**src/rtl/conv_sched.sv**
```systemverilog
// 3x3 convolution window scheduler: feeds one row per cycle to an external
// partial-convolution datapath and accumulates its sums. Optional clamp: CONV_SCHED_RELU_EN.
module conv_sched (
  input  logic        i_clk,
  input  logic        i_rst,
  input  logic        i_start,
  output logic        o_idle,
  input  logic [71:0] i_win_data,
  input  logic [71:0] i_win_weight,
  output logic [23:0] o_pc_data,
  output logic [23:0] o_pc_weight,
  input  logic [17:0] i_pconv,
  output logic        o_valid,
  input  logic        i_ready,
  output logic [19:0] o_result
);

  typedef enum logic [1:0] {
    S_IDLE = 2'd0,
    S_RUN  = 2'd1,
    S_DONE = 2'd2
  } state_t;

  state_t      state_q;
  logic [1:0]  row_q;
  logic [19:0] acc_q;
  logic [19:0] acc_d;
  logic [71:0] data_q;
  logic [71:0] weight_q;
  logic        idle_q;
  logic        valid_q;
  logic [19:0] pconv_ext;

  // Row 0 starts a fresh window, so the old accumulator is discarded there.
  always_comb begin
    pconv_ext = {{2{i_pconv[17]}}, i_pconv};
    acc_d     = (row_q == 2'd0) ? pconv_ext : acc_q + pconv_ext;
  end

  always_ff @(posedge i_clk) begin
    // NOTE: non-blocking assignments keep every register sampling pre-edge values.
    if (i_rst) begin
      state_q  <= S_IDLE;
      row_q    <= 2'd0;
      acc_q    <= '0;
      data_q   <= '0;
      weight_q <= '0;
      idle_q   <= 1'b1;
      valid_q  <= 1'b0;
    end else begin
      case (state_q)
        S_IDLE: begin
          if (i_start) begin
            data_q   <= i_win_data;
            weight_q <= i_win_weight;
            row_q    <= 2'd0;
            state_q  <= S_RUN;
            idle_q   <= 1'b0;
          end
        end
        S_RUN: begin
          acc_q <= acc_d;
          if (row_q == 2'd2) begin
            row_q   <= 2'd0;
            state_q <= S_DONE;
            valid_q <= 1'b1;
          end else begin
            row_q <= row_q + 2'd1;
          end
        end
        S_DONE: begin
          if (i_ready) begin
            state_q <= S_IDLE;
            valid_q <= 1'b0;
            idle_q  <= 1'b1;
          end
        end
        default: begin
          state_q <= S_IDLE;
          row_q   <= 2'd0;
          idle_q  <= 1'b1;
          valid_q <= 1'b0;
        end
      endcase
    end
  end

  always_comb begin
    // NOTE: defaults first so no path through this block infers a latch.
    o_pc_data   = '0;
    o_pc_weight = '0;
    if (state_q == S_RUN) begin
      case (row_q)
        2'd0: begin
          o_pc_data   = data_q[23:0];
          o_pc_weight = weight_q[23:0];
        end
        2'd1: begin
          o_pc_data   = data_q[47:24];
          o_pc_weight = weight_q[47:24];
        end
        2'd2: begin
          o_pc_data   = data_q[71:48];
          o_pc_weight = weight_q[71:48];
        end
        default: begin
          o_pc_data   = '0;
          o_pc_weight = '0;
        end
      endcase
    end
  end

`ifdef CONV_SCHED_RELU_EN
  assign o_result = acc_q[19] ? 20'd0 : acc_q;
`else
  assign o_result = acc_q;
`endif

  assign o_idle  = idle_q;
  assign o_valid = valid_q;

endmodule

```
**config.mk**
```make
export PLATFORM = sky130hd
export DESIGN_NAME = conv_sched
export DESIGN_NICKNAME = d
export VERILOG_FILES = /design/src/rtl/conv_sched.sv
export SDC_FILE = /design/constraint.sdc
export NUM_CORES = 1
export LEC_CHECK = 0
export BUFFER_PORTS_ARGS = -buffer_cell sky130_fd_sc_hd__buf_2
export CORE_ASPECT_RATIO = 0.8
export CORE_MARGIN = 2
export CORE_UTILIZATION = 45
export DETAILED_ROUTE_END_ITERATION = 16
export GPL_TIMING_DRIVEN = 0
export PLACE_DENSITY = 0.73
export SLEW_MARGIN = 25
export SYNTH_ARGS = -nofsm -noshare
export SYNTH_HDL_FRONTEND = slang
export SYNTH_SLANG_ARGS = --single-unit
```
**constraint.sdc**
```tcl
create_clock -name i_clk -period 2.6 [get_ports i_clk]
set_input_delay 0.39 -clock i_clk [delete_from_list [all_inputs] [get_ports i_clk]]
set_output_delay 0.39 -clock i_clk [all_outputs]
set_load 0.02 [all_outputs]
```
==> flow_metrics.env, run 1 <==
export IMPL_outcome="finished, final reports clean"
export IMPL_finalCriticalPeriod_ps=2450
export IMPL_max_cap_violations=0
export IMPL_ys_types=49
export IMPL_hold_start="i_win_data[8]"
export IMPL_clock_path_buffers=2
export IMPL_clkTransAtPathRegs_ps=70
export IMPL_die_h_um=124
export IMPL_r2r_start="o_result[1]"
export IMPL_min_path_type="in -> reg"
export IMPL_cp_cell_sequence="buf_2 -> clkbuf_2 -> o22a_1 -> nor2_1 -> buf_2"
export IMPL_tns_ps=0
export IMPL_drt_initial_drc_count=652
export IMPL_power_w=0.00665
export IMPL_ant_nets=0
export IMPL_area_delta_synth_final_pct=25.2
export IMPL_synth_seq_cells=170
export IMPL_powerDensity_nw_per_um2=652
export IMPL_placementRows=43
export IMPL_worst_path_buf_inv=3
export IMPL_slowest_delay_ps=540
export IMPL_crit_path_top_delay_cell="dfxtp_1"
export IMPL_startpoint_type="flop"
export IMPL_io_pins=236
export IMPL_synth_avg_cell_area_um2=7.29
export IMPL_end_kind="output pin"
export IMPL_die_width_um=154
export IMPL_overflow=0
export IMPL_setup_viol=0
export IMPL_post_route_period_util=0.944
export IMPL_crit_type="reg -> out"
export IMPL_syn_inst=1118
export IMPL_synth_main_ff_cell="dfxtp_1"
export IMPL_hold_end="data_q[8]"
export IMPL_drt_total_wl_um=26800
export IMPL_h_tree_depth=4
export IMPL_p_leak_nw=4.42
export IMPL_yosysSeqAreaShare=0.418
export IMPL_async_reset_ff_frac=0
export IMPL_clock_power_share=0.375
export IMPL_grt_pass1_vias=7986
export IMPL_synth_area_leader_cell="dfxtp_1"
export IMPL_grt_use_total=0.270
export IMPL_worst_pin_slew_ps=761
export IMPL_synthTopCellsByArea="dfxtp_1 42%, nand2_1 15%, a21oi_1 14%"
export IMPL_drive_above_1_share=0.217
export IMPL_initial_utilization=0.465
export IMPL_required_ps=2210
export IMPL_cts_tree="done"
export IMPL_syn_area_um2=8150
export IMPL_wl_per_cell_um=16.6
export IMPL_antenna_found_initial=4
export IMPL_reg2reg_depth=8
export IMPL_cts_sinks=170
export IMPL_grt_max_degree=17
export IMPL_hold_viol_final=0
export IMPL_crit_family="buffers and inverters"
export IMPL_insertion_delay_ps=430
export IMPL_min_path_cells=3
export IMPL_dp_hpwl_um=20100
export IMPL_cts_buffers_inserted=17
export IMPL_drt_pass1_iter_count=5
export IMPL_crit_top_cell="buf_2"
export IMPL_fin_skew_ps=9.56
export IMPL_port_buffers=235
export IMPL_max_freq_mhz=407
export IMPL_routed_via_density=5.40
export IMPL_r2r_setup_slack_ps=150
export IMPL_core_area_um2=17500
export IMPL_arrival_ps=2060
export IMPL_drc_errors=0
export IMPL_p_int_w=0.00463
export IMPL_place_congestion=0.924
export IMPL_path_max_fanout=10
export IMPL_post_cts_buffers=0
export IMPL_num_vias=8686
export IMPL_grt_pass1_wl_um=41500
export IMPL_p_seq_frac=0.434
export IMPL_synth_nets=1304
export IMPL_power_switching_w=0.00202
export IMPL_p_comb_frac=0.191
export IMPL_ys_warn_count=0
export IMPL_r2r_end="o_result[11]"
export IMPL_cts_root_buffer="clkbuf_16"
export IMPL_layout_nets=1554
export IMPL_drv_slew=0
export IMPL_maxSlewHeadroom=0.491
export IMPL_synth_top_area_share=0.418
export IMPL_die_area_um2=19200
export IMPL_peakVddDrop_v=0.000419
export IMPL_switching_share=0.304
export IMPL_synth_edf_count=0
==> cells in the final DEF, fill, tap and decap left out, drive strengths merged, types with 9 or more instances in the layout <==
cell type | Yosys | routed
nand2 | 325 | 325
buf | 19 | 253
a21oi | 221 | 221
dfxtp | 170 | 170
nor2 | 117 | 117
clkbuf | 62 | 78
mux2i | 49 | 49
o21ai | 26 | 26
ha | 19 | 19
inv | 10 | 12
o22a | 9 | 9
nor3 | 9 | 9
==> worst max-delay path by stage <==
stage | startpoint | end | slack, ps | cells past startpoint
after CTS | row_q[1] | o_pc_data[23] | 100 | 6
final | row_q[0] | o_pc_data[21] | 150 | 5
after global routing | o_result[0] | o_result[18] | -4 | 10
after detailed placement | state_q[1] | o_pc_weight[16] | -250 | 7
after floorplan | o_result[1] | o_result[11] | 300 | 8
after global placement | state_q[1] | o_pc_weight[16] | -240 | 7
==> sequential cells by signal, indices dropped and copies added (netlist names) <==
signal / count
weight_q: 72
o_valid: 1
o_result: 20
row_q: 2
state_q: 2
data_q: 72
o_idle: 1
==> cell type report <==
class | count | area, um2
buffer | 77 | 320
clock inverter | 13 | 120
fill | 1737 | 7330
inverter | 10 | 37.5
multi-input combinational | 857 | 4410
timing repair buffer | 235 | 1180
sequential | 170 | 3400
antenna | 2 | 5.00
tap | 225 | 282
clock buffer | 19 | 453
==> synthesized netlist by cell type, types with 4 or more instances <==
cell type / number
or3_1: 5
dfxtp_1: 170
nand3_1: 6
o21a_1: 5
a311oi_1: 4
o21ai_0: 24
mux2i_1: 49
nor3_1: 9
nor2b_1: 4
a211o_1: 4
o211ai_1: 4
buf_2: 7
a211oi_1: 7
buf_1: 12
nand2_1: 325
nor2_1: 117
a31oi_1: 4
ha_1: 19
a21oi_1: 220
clkbuf_1: 62
o22a_1: 9
inv_1: 10
xor2_1: 4
==> cell families after synthesis <==
family	count (synthesis)	synth area share
DFF	170	0.418
AOI/OAI and AO/OA	297	0.205
and+or+nand+nor	484	0.235
buffers and inverters	91	0.0430
xor gates and xnor gates	7	0.00752
adders and majority gates	20	0.0316
muxes	49	0.0602
==> tightest hold or removal path, stage by stage <==
cell,delay (ps)
buf_2,90
nand2_1,40
a21oi_1,50
==> timing repair <==
item | CTS | global route
pin swaps | 0 | 0
endpoints found under the setup margin | 48 | 23
hold buffers | 0 | 0
resized for setup | 16 | 3
==> stage by stage <==
stage / instances / utilization / instance area, um2 / setup WS, ps / hold slack [ps]
after floorplan: 1118 / - / 8150 / 299 / 436
after global placement: 1578 / 0.548 / 9610 / -236 / 441
after detailed placement: 1578 / 0.548 / 9610 / -254 / 446
after CTS: 1607 / 0.581 / 10200 / 102 / 182
after global routing: 1608 / 0.582 / 10200 / -3.67 / 192
final: 1608 / 0.582 / 10200 / 146 / 194
==> routing by layer <==
metal | vias to the layer above | global-route usage | routed length, um
met4 | 2 | 0.0763 | 406
li1 | 4276 | - | -
met2 | 370 | 0.421 | 11900
met3 | 29 | 0.0508 | 2050
met1 | 4009 | 0.383 | 12400
met5 | - | 0 | 13
==> power groups by stage <==
stage	combinational, W	sequential [W]	clock [W]
after global routing	0.00140	0.00290	0.00260
final	0.00127	0.00289	0.00249
after CTS	0.00126	0.00288	0.00250
after detailed placement	0.00125	0.00294	0
after floorplan	0.000785	0.00295	0
after global placement	0.00124	0.00293	0
(Power assumes the default switching activity.)
==> run 2, diff against run 1 <==
PLACE_DENSITY = 0.76   (was 0.73)
clock period = 2.2 ns   (was 2.6 ns; I/O delays follow)
==> run 2 against run 1 <==
Compared with the run above:
- the flow now finishes with violations (setup timing)
- via count up 0.75%
- clock power up 21%
- power up 21%
- global-route usage up 1.1 points
- clock-buffer cell count up 2
- routed wire length up 2.9%
- sequential cell count unchanged
- utilization up 1.7 points
- final cell count up 0.37%
==> flow_metrics.env, run 2 (synthesis results as in run 1) <==
export IMPL_place_congestion=0.956
export IMPL_hold_viol_final=0
export IMPL_die_h_um=124
export IMPL_fin_ws_ps=-14.7
export IMPL_grt_max_degree=17
export IMPL_p_leak_nw=4.51
export IMPL_layout_nets=1561
export IMPL_drt_total_wl_um=27500
export IMPL_slowest_delay_ps=360
export IMPL_h_tree_depth=4
export IMPL_wl_per_cell_um=17.1
export IMPL_tns_ps=-21.4
export IMPL_drc_errors=0
export IMPL_max_cap_violations=0
export IMPL_clkTransAtPathRegs_ps=70
export IMPL_required_ps=2570
export IMPL_worst_pin_slew_ps=718
export IMPL_cts_buffers_inserted=17
export IMPL_cp_cell_sequence="ha_4 -> inv_2 -> fa_2 -> and2b_2 -> o31a_4 -> o21ai_4 -> a21oi_4 -> o31ai_4 -> a211o_2 -> a31oi_1"
export IMPL_cts_tree="done"
export IMPL_final_cell_mix="324 x nand2_1, 236 x buf_2, 218 x a21oi_1"
export IMPL_drv_slew=0
export IMPL_max_freq_mhz=452
export IMPL_place_area_um2=9620
export IMPL_drive_above_1_share=0.242
export IMPL_setup_viol=2
export IMPL_io_pins=236
export IMPL_violations="setup timing"
export IMPL_path_max_fanout=4
export IMPL_powerDensity_nw_per_um2=764
export IMPL_overflow=0
export IMPL_num_vias=8751
export IMPL_initial_utilization=0.465
export IMPL_final_cell_area_um2=10500
export IMPL_insertion_delay_ps=440
export IMPL_crit_type="reg -> reg"
export IMPL_fillers=1660
export IMPL_outcome="finished with violations"
export IMPL_arrival_ps=2590
export IMPL_drt_initial_drc_count=753
export IMPL_regArea_um2=3420
export IMPL_area_delta_synth_final_pct=28.8
export IMPL_ant_nets=0
export IMPL_die_width_um=154
export IMPL_antenna_found_initial=2
export IMPL_min_path_type="in -> reg"
export IMPL_grt_pass1_wl_um=42700
export IMPL_routed_via_density=5.42
export IMPL_startpoint_type="flop"
export IMPL_multi_input_area_um2=4520
export IMPL_die_area_um2=19200
export IMPL_grt_pass1_vias=8118
export IMPL_clock_path_buffers=2
export IMPL_post_route_period_util=1.01
export IMPL_finalCriticalPeriod_ps=2210
export IMPL_maxSlewHeadroom=0.519
export IMPL_core_area_um2=17500
export IMPL_port_buffers=235
export IMPL_drt_pass1_iter_count=5
export IMPL_cts_root_buffer="clkbuf_16"
export IMPL_power_w=0.00802
export IMPL_crit_path_top_delay_cell="dfxtp_4"
export IMPL_post_place_ws_ps=-653
export IMPL_final_common_cell="nand2_1"
export IMPL_grt_use_total=0.281
export IMPL_end_kind="flop"
export IMPL_fin_skew_ps=14.0
export IMPL_peakVddDrop_v=0.000609
export IMPL_rsz0062_at_grt="true"
export IMPL_cts_sinks=170
export IMPL_placementRows=43
export IMPL_dp_hpwl_um=20300
## run 2: cell type report
| cell class | count | area share |
|---|---|---|
| Multi-Input combinational cell | 857 | 0.430 |
| Sequential cell | 170 | 0.326 |
| Timing Repair Buffer | 243 | 0.119 |
| Clock buffer | 21 | 0.0439 |
| Buffer | 76 | 0.0392 |
| Tap cell | 225 | 0.0268 |
| Clock inverter | 10 | 0.0113 |
| Inverter | 10 | 0.00358 |
| Antenna cell | 2 | 0.000477 |
## run 2: layer usage
layer / part of all wire / wire (um) / track usage / up-vias
li1: - / - / - / 4284
met1: 0.46 / 12600 / 0.391 / 4032
met2: 0.45 / 12300 / 0.441 / 398
met3: 0.080 / 2200 / 0.0605 / 35
met4: 0.016 / 433 / 0.0779 / 2
met5: 0.00047 / 13 / 0 / -
## run 2: stage by stage
stage / cells / utilization / hold slack (ps)
floorplan: 1118 / - / 436
finish: 1614 / 0.599 / 126
global placement: 1578 / 0.548 / 441
global route: 1613 / 0.598 / 115
detailed placement: 1578 / 0.548 / 446
CTS: 1606 / 0.590 / 118
## run 2: where the power goes
group	switching, W	internal [W]	total (W)
sequential	0.000132	0.00328	0.00342
clock	0.00129	0.00173	0.00302
combinational	0.000975	0.000612	0.00159
## run 2: repair_timing
action / CTS / global route
pin swaps: 10 / 15
hold buffers: 0 / 0
endpoints found under the setup margin: 104 / 96
cloned: 0 / 0
resized for setup: 51 / 43
buffers inserted: 2 / 6
## run 2: critical path: cells and delay by family (launching register included)
kind	cells	cell delay, ps
compound gates	6	1060
fa+ha+maj	2	450
simple gates	1	240
flops	1	360
buf+inv	1	40
## run 2: path summary, 6_finish.rpt
path,startpoint,endpoint,slack [ps],depth (start not counted)
worst max register to register,o_result[0],o_result[18],-10,10
worst max-delay path,o_result[0],o_result[18],-10,10
worst min-delay path,i_win_data[8],data_q[8],130,3
worst min register to register,data_q[70],data_q[70],460,2
